## src/rtl/host_fifo_arb.sv

```systemverilog
// Shares one host TX/RX byte-FIFO pair between two host-bus clients.
// TX packets are serialised round-robin; RX packets are routed by header bit 7.
module host_fifo_arb #(
    parameter int DROP_W = 8
) (
    input  logic              CLK,
    input  logic              RESETn,
    input  logic              C0_WREN,
    input  logic [7:0]        C0_WRDATA,
    output logic              C0_WRFULL,
    input  logic              C0_RDEN,
    output logic              C0_RDEMPTY,
    output logic [7:0]        C0_RDDATA,
    input  logic              C1_WREN,
    input  logic [7:0]        C1_WRDATA,
    output logic              C1_WRFULL,
    input  logic              C1_RDEN,
    output logic              C1_RDEMPTY,
    output logic [7:0]        C1_RDDATA,
    output logic              H_WREN,
    output logic [7:0]        H_WRDATA,
    input  logic              H_WRFULL,
    output logic              H_RDEN,
    input  logic              H_RDEMPTY,
    input  logic [7:0]        H_RDDATA,
    output logic              ERR,
    output logic [DROP_W-1:0] DROP_CNT
);

    function automatic logic [3:0] pkt_len(input logic [2:0] code);
        return (code == 3'd7) ? 4'd8 : {1'b0, code};
    endfunction

    typedef enum logic [1:0] {OFFER, SAMPLE, PKT} tx_t;
    typedef enum logic {HDR, PAY} rx_t;

    tx_t         tx_q, tx_d;
    logic        turn_q, turn_d;
    logic        grant_q, grant_d;
    logic [3:0]  rem_q, rem_d, rem_nxt;
    logic [1:0]  offer, offer_q, wren, acc, drop;
    logic [3:0]  hdr_len;
    logic [DROP_W:0] drop_sum;

    rx_t         rx_q, rx_d;
    logic        pop_q, hb_valid, hb_dst, dst_q, rd0, rd1;
    logic [7:0]  hb;
    logic [3:0]  rrem_q;

    assign wren     = {C1_WREN, C0_WREN};
    assign acc      = wren & offer_q;
    assign drop     = wren & ~offer_q;
    assign H_WREN   = |acc;
    assign H_WRDATA = acc[1] ? C1_WRDATA : C0_WRDATA;
    assign hdr_len  = pkt_len(H_WRDATA[6:4]);
    assign rem_nxt  = rem_q - {3'd0, H_WREN};
    assign drop_sum = {1'b0, DROP_CNT} + {{DROP_W{1'b0}}, drop[0]}
                    + {{DROP_W{1'b0}}, drop[1]};

    always_ff @(posedge CLK) begin
        if (!RESETn) tx_q <= OFFER;
        else         tx_q <= tx_d;
    end

    always_comb begin
        tx_d    = tx_q;
        turn_d  = turn_q;
        grant_d = grant_q;
        rem_d   = rem_q;
        unique case (tx_q)
            OFFER: if (!H_WRFULL) tx_d = SAMPLE;
            SAMPLE: begin
                turn_d = ~turn_q;
                tx_d   = OFFER;
                if (H_WREN && hdr_len != 4'd0) begin
                    turn_d  = turn_q;
                    grant_d = turn_q;
                    rem_d   = hdr_len;
                    tx_d    = PKT;
                end
            end
            PKT: begin
                rem_d = rem_nxt;
                if (rem_nxt == 4'd0) begin
                    turn_d = ~grant_q;
                    tx_d   = OFFER;
                end
            end
            default: tx_d = OFFER;
        endcase
    end

    // An offer is one byte slot; during a packet it is renewed combinationally
    always_comb begin
        offer = 2'b00;
        if (RESETn) begin
            unique case (tx_q)
                OFFER:   offer[turn_q]  = !H_WRFULL;
                PKT:     offer[grant_q] = (rem_nxt != 4'd0) && !H_WRFULL;
                default: offer = 2'b00;
            endcase
        end
        C0_WRFULL = !offer[0];
        C1_WRFULL = !offer[1];
    end

    always_ff @(posedge CLK) begin
        if (!RESETn) begin
            turn_q   <= 1'b0;
            grant_q  <= 1'b0;
            rem_q    <= 4'd0;
            offer_q  <= 2'b00;
            ERR      <= 1'b0;
            DROP_CNT <= '0;
        end else begin
            turn_q  <= turn_d;
            grant_q <= grant_d;
            rem_q   <= rem_d;
            offer_q <= offer;
            if (|drop) begin
                ERR <= 1'b1;
                if (drop_sum[DROP_W]) DROP_CNT <= '1;
                else                  DROP_CNT <= drop_sum[DROP_W-1:0];
            end
        end
    end

    assign rd0 = C0_RDEN && hb_valid && !hb_dst;
    assign rd1 = C1_RDEN && hb_valid && hb_dst;

    always_ff @(posedge CLK) begin
        if (!RESETn) rx_q <= HDR;
        else         rx_q <= rx_d;
    end

    always_comb begin
        rx_d = rx_q;
        unique case (rx_q)
            HDR: if (pop_q && pkt_len(H_RDDATA[6:4]) != 4'd0) rx_d = PAY;
            PAY: if (pop_q && rrem_q == 4'd1) rx_d = HDR;
            default: rx_d = HDR;
        endcase
    end

    always_comb begin
        H_RDEN     = RESETn && !H_RDEMPTY && !pop_q && !hb_valid;
        C0_RDEMPTY = !(hb_valid && !hb_dst);
        C1_RDEMPTY = !(hb_valid && hb_dst);
    end

    // pop_q and hb_valid are exclusive, so a load never races a client read
    always_ff @(posedge CLK) begin
        if (!RESETn) begin
            pop_q     <= 1'b0;
            hb        <= 8'd0;
            hb_valid  <= 1'b0;
            hb_dst    <= 1'b0;
            dst_q     <= 1'b0;
            rrem_q    <= 4'd0;
            C0_RDDATA <= 8'd0;
            C1_RDDATA <= 8'd0;
        end else begin
            pop_q <= H_RDEN;
            if (pop_q && rx_q == HDR) begin
                dst_q  <= H_RDDATA[7];
                rrem_q <= pkt_len(H_RDDATA[6:4]);
            end
            if (pop_q && rx_q == PAY) begin
                hb       <= H_RDDATA;
                hb_valid <= 1'b1;
                hb_dst   <= dst_q;
                rrem_q   <= rrem_q - 4'd1;
            end else if (rd0 || rd1) begin
                hb_valid <= 1'b0;
            end
            if (rd0) C0_RDDATA <= hb;
            if (rd1) C1_RDDATA <= hb;
        end
    end

endmodule

```

## config.mk

```make
export PLATFORM = sky130hd
export DESIGN_NAME = host_fifo_arb
export DESIGN_NICKNAME = d
export VERILOG_FILES = /design/src/rtl/host_fifo_arb.sv
export SDC_FILE = /design/constraint.sdc
export NUM_CORES = 1
export LEC_CHECK = 0
export BUFFER_PORTS_ARGS = -buffer_cell sky130_fd_sc_hd__buf_4
export CAP_MARGIN = 40
export CORE_UTILIZATION = 30
export CTS_CLUSTER_DIAMETER = 50
export DETAILED_ROUTE_END_ITERATION = 12
export PLACE_DENSITY = 0.56
export SLEW_MARGIN = 0
export SYNTH_ARGS = -nofsm -noshare
export SYNTH_HDL_FRONTEND = slang
export SYNTH_SLANG_ARGS = --single-unit
```

## constraint.sdc

```tcl
create_clock -name CLK -period 4.3 [get_ports CLK]
set_input_delay 0 -clock CLK [delete_from_list [all_inputs] [get_ports CLK]]
set_output_delay 0 -clock CLK [all_outputs]
set_load 0.01 [all_outputs]
```

==> results.toml <==
[drt]
drt_iter0_drc = 54
first_pass_iters = 6
vias = 2260
drc_errors = 0
wirelength_mm = 5.95
viasPerCell = 4.87
ant_nets = 0
post_drt_wl_per_cell_um = 12.8

[placement]
place_congestion = 0.736
pre_cts_ws_ns = 2.18
dp_hpwl_mm = 4.16
io_buffers = 70

[timing]
max_freq_mhz = 452
setup_ws_ns = 2.09
hold_viol_final = 0
slew_viol_final = 0
finalClockSkew_ns = 0.00688
fin_tns_setup_ns = 0
rsz0062_at_grt = "false"
layout_min_cycle_time_ns = 2.21
fin_crit_sh_pct = 51.5
relSlewSlack_pct = 54.6
setup_viol = 0
worst_pin_slew_ns = 0.679

[yosys]
yosys.area_share.adder_pct = 3.37
synth.cell_area_um2 = 2450
syn_inst = 287
ys_warn_count = 0
synth_xor_area_share_pct = 1.43
ys_seq_area_share_pct = 42.5
async_reset_ff_share_pct = 0
synth_enable_flop_cells = 0
synth_top_area_share_pct = 42.5
synth.area.top_cells = "dfxtp_1 (43%), nand2_1 (8.0%), a21oi_1 (6.5%)"
synth_flop_cell = "dfxtp_1"
synth_cell_types = 50
synth_top_family_by_area = "simple AND/OR/NAND/NOR gates"
yosys.area.top_type = "dfxtp_1"
synth_compound_area_share_pct = 19.3
syn_nets = 325
syn_area_per_cell_um2 = 8.53
ys_seq_elements = 52
muxShareOfSynthArea_pct = 8.28
yosys.area_share.simple_pct = 20.7

[power]
vdd_ir_drop_max_mv = 0.119
power_leakage_nw = 1.36
powerDensity_nw_per_um2 = 289

[floorplanning]
fp.dieW_um = 92.3
die_h_um = 92.3
pin_count = 71
rows = 32
die_area_um2 = 8530
core_um2 = 7810
initial_core_util_pct = 31.4

[global_route]
grtUsageTotal_pct = 14.1
grt_first_pass_wirelength_mm = 9.75
grt_max_degree = 47
antenna_found_initial = 0
grt_pass1_vias = 2116
grt.overflow.total = 0

[job]
drv_cap = 0

[finish]
insertedDiodeCount = 0
final_cell_mix = "buf_4 (71), dfxtp_1 (52), nand2_1 (52), a21oi_1 (32), nor2_1 (23)"
layout_commonest_cell = "buf_4"
final_layout_size_suffix_gt1_share_pct = 26.0
syn_to_final_growth_pct = 32.6
fin_nets = 399

[clocking]
numClockSinks = 52
cts_buffers = 5
clock_latency_ns = 0.31
htreeDepth = 2
cts_root_buffer = "clkbuf_8"
path_clk_slew_ns = 0.10
cts_tree = "done"
clockBufferDepth = 2
cts_setup_buffers = 0

[min_path]
hold_path_class = "in2reg"

[setup_path]
crit_fanout = 5
worstPathArrival_ns = 2.21
crit_type = "reg2out"
crit_required_ns = 4.30
cp-end-kind = "primary output"
critPathLaunchType = "flop"

[outcome]
status = "finished clean"
## through the flow
stage          util [%]  hold slack (ns)  power [W]  cell area (µm²)  cells
6_report           41.6           0.0720   0.000939             3250    464
5_1_grt            41.6           0.0968   0.000991             3250    464
4_1_cts            41.6           0.0535   0.000957             3250    464
3_5_place_dp       39.1            0.176   0.000648             3050    446
3_3_place_gp       39.1            0.172   0.000647             3050    446
2_1_floorplan         -           0.0466   0.000590             2450    287
## sequential cells by signal, indices dropped and copies added, names as in the netlist, 2 cells and up
register and cells:
C0_RDDATA 8, C1_RDDATA 8, DROP_CNT 8, hb 8, offer_q 2, rem_q 4
rrem_q 4, tx_q 2
## Yosys cell counts (4+ instances only)
cell type,n
dfxtp_1,52
nand2_1,52
a21oi_1,32
nor2_1,23
inv_1,13
mux2i_1,12
clkbuf_1,11
mux2_2,6
nand2b_1,6
nand3_1,6
a211oi_1,5
and3_1,5
ha_1,5
nand4_1,4
o21ai_0,4
## area by class of cell
cell class              instances  area, µm²
repair buffers                 81        633
clock buffers                   5       68.8
inverters                      13       48.8
flip-flops and latches         52       1040
multi-input cells             208       1300
clock inverters                 3       27.5
well taps                     102        128
fillers                       809       4560
## kinds of logic (layout without fill, tap and decap cells)
| group | count (synthesis) | after routing |
|---|---|---|
| compound gates | 68 | 68 |
| fa+ha+maj | 6 | 6 |
| buf+inv | 27 | 102 |
| xor+xnor | 4 | 4 |
| mux | 19 | 19 |
| simple gates | 111 | 111 |
| flops | 52 | 52 |
## worst max-delay path, cell delays in order (launching register included)
cell and delay [ns]:
dfxtp_1 0.34, a22o_1 0.25, ha_1 0.23, ha_1 0.21, nand2_1 0.07, nor2_1 0.04, a21oi_1 0.25, nor2_1 0.16
o32a_1 0.21, buf_4 0.15
## metal layers
metal	wire, µm	GRT usage [%]	up-vias
li1	-	-	1151
met1	2700	17.1	1045
met2	2840	24.9	61
met3	383	3.86	3
met4	23	2.73	0
met5	0	0	-
## power breakdown
part | switching, W | internal (W) | total (W) | leakage, nW
logic | 0.0000670 | 0.0000688 | 0.000136 | 0.890
registers | 0.0000139 | 0.000494 | 0.000508 | 0.421
clock network | 0.000176 | 0.000120 | 0.000295 | 0.0463
## what timing repair did
action                                 CTS  global route
endpoints found under the hold margin   13             0
gates resized for setup                  0             0
hold buffers                            10             0
## path summary, 6_finish.rpt
kind / from / to / slack [ns] / depth (start not counted)
setup / recovery: offer_q[1]$_SDFF_PN0_ / C0_WRFULL / 2.09 / 9
hold / removal: H_WRFULL / tx_q[0]$_SDFFE_PN0P_ / 0.07 / 4
setup reg to reg: offer_q[1]$_SDFF_PN0_ / DROP_CNT[5]$_SDFFE_PN0P_ / 2.19 / 7
hold reg to reg: dst_q$_SDFFE_PN0P_ / hb_dst$_SDFFE_PN0P_ / 0.46 / 2
Note: power is estimated with default switching activity, not from simulation.
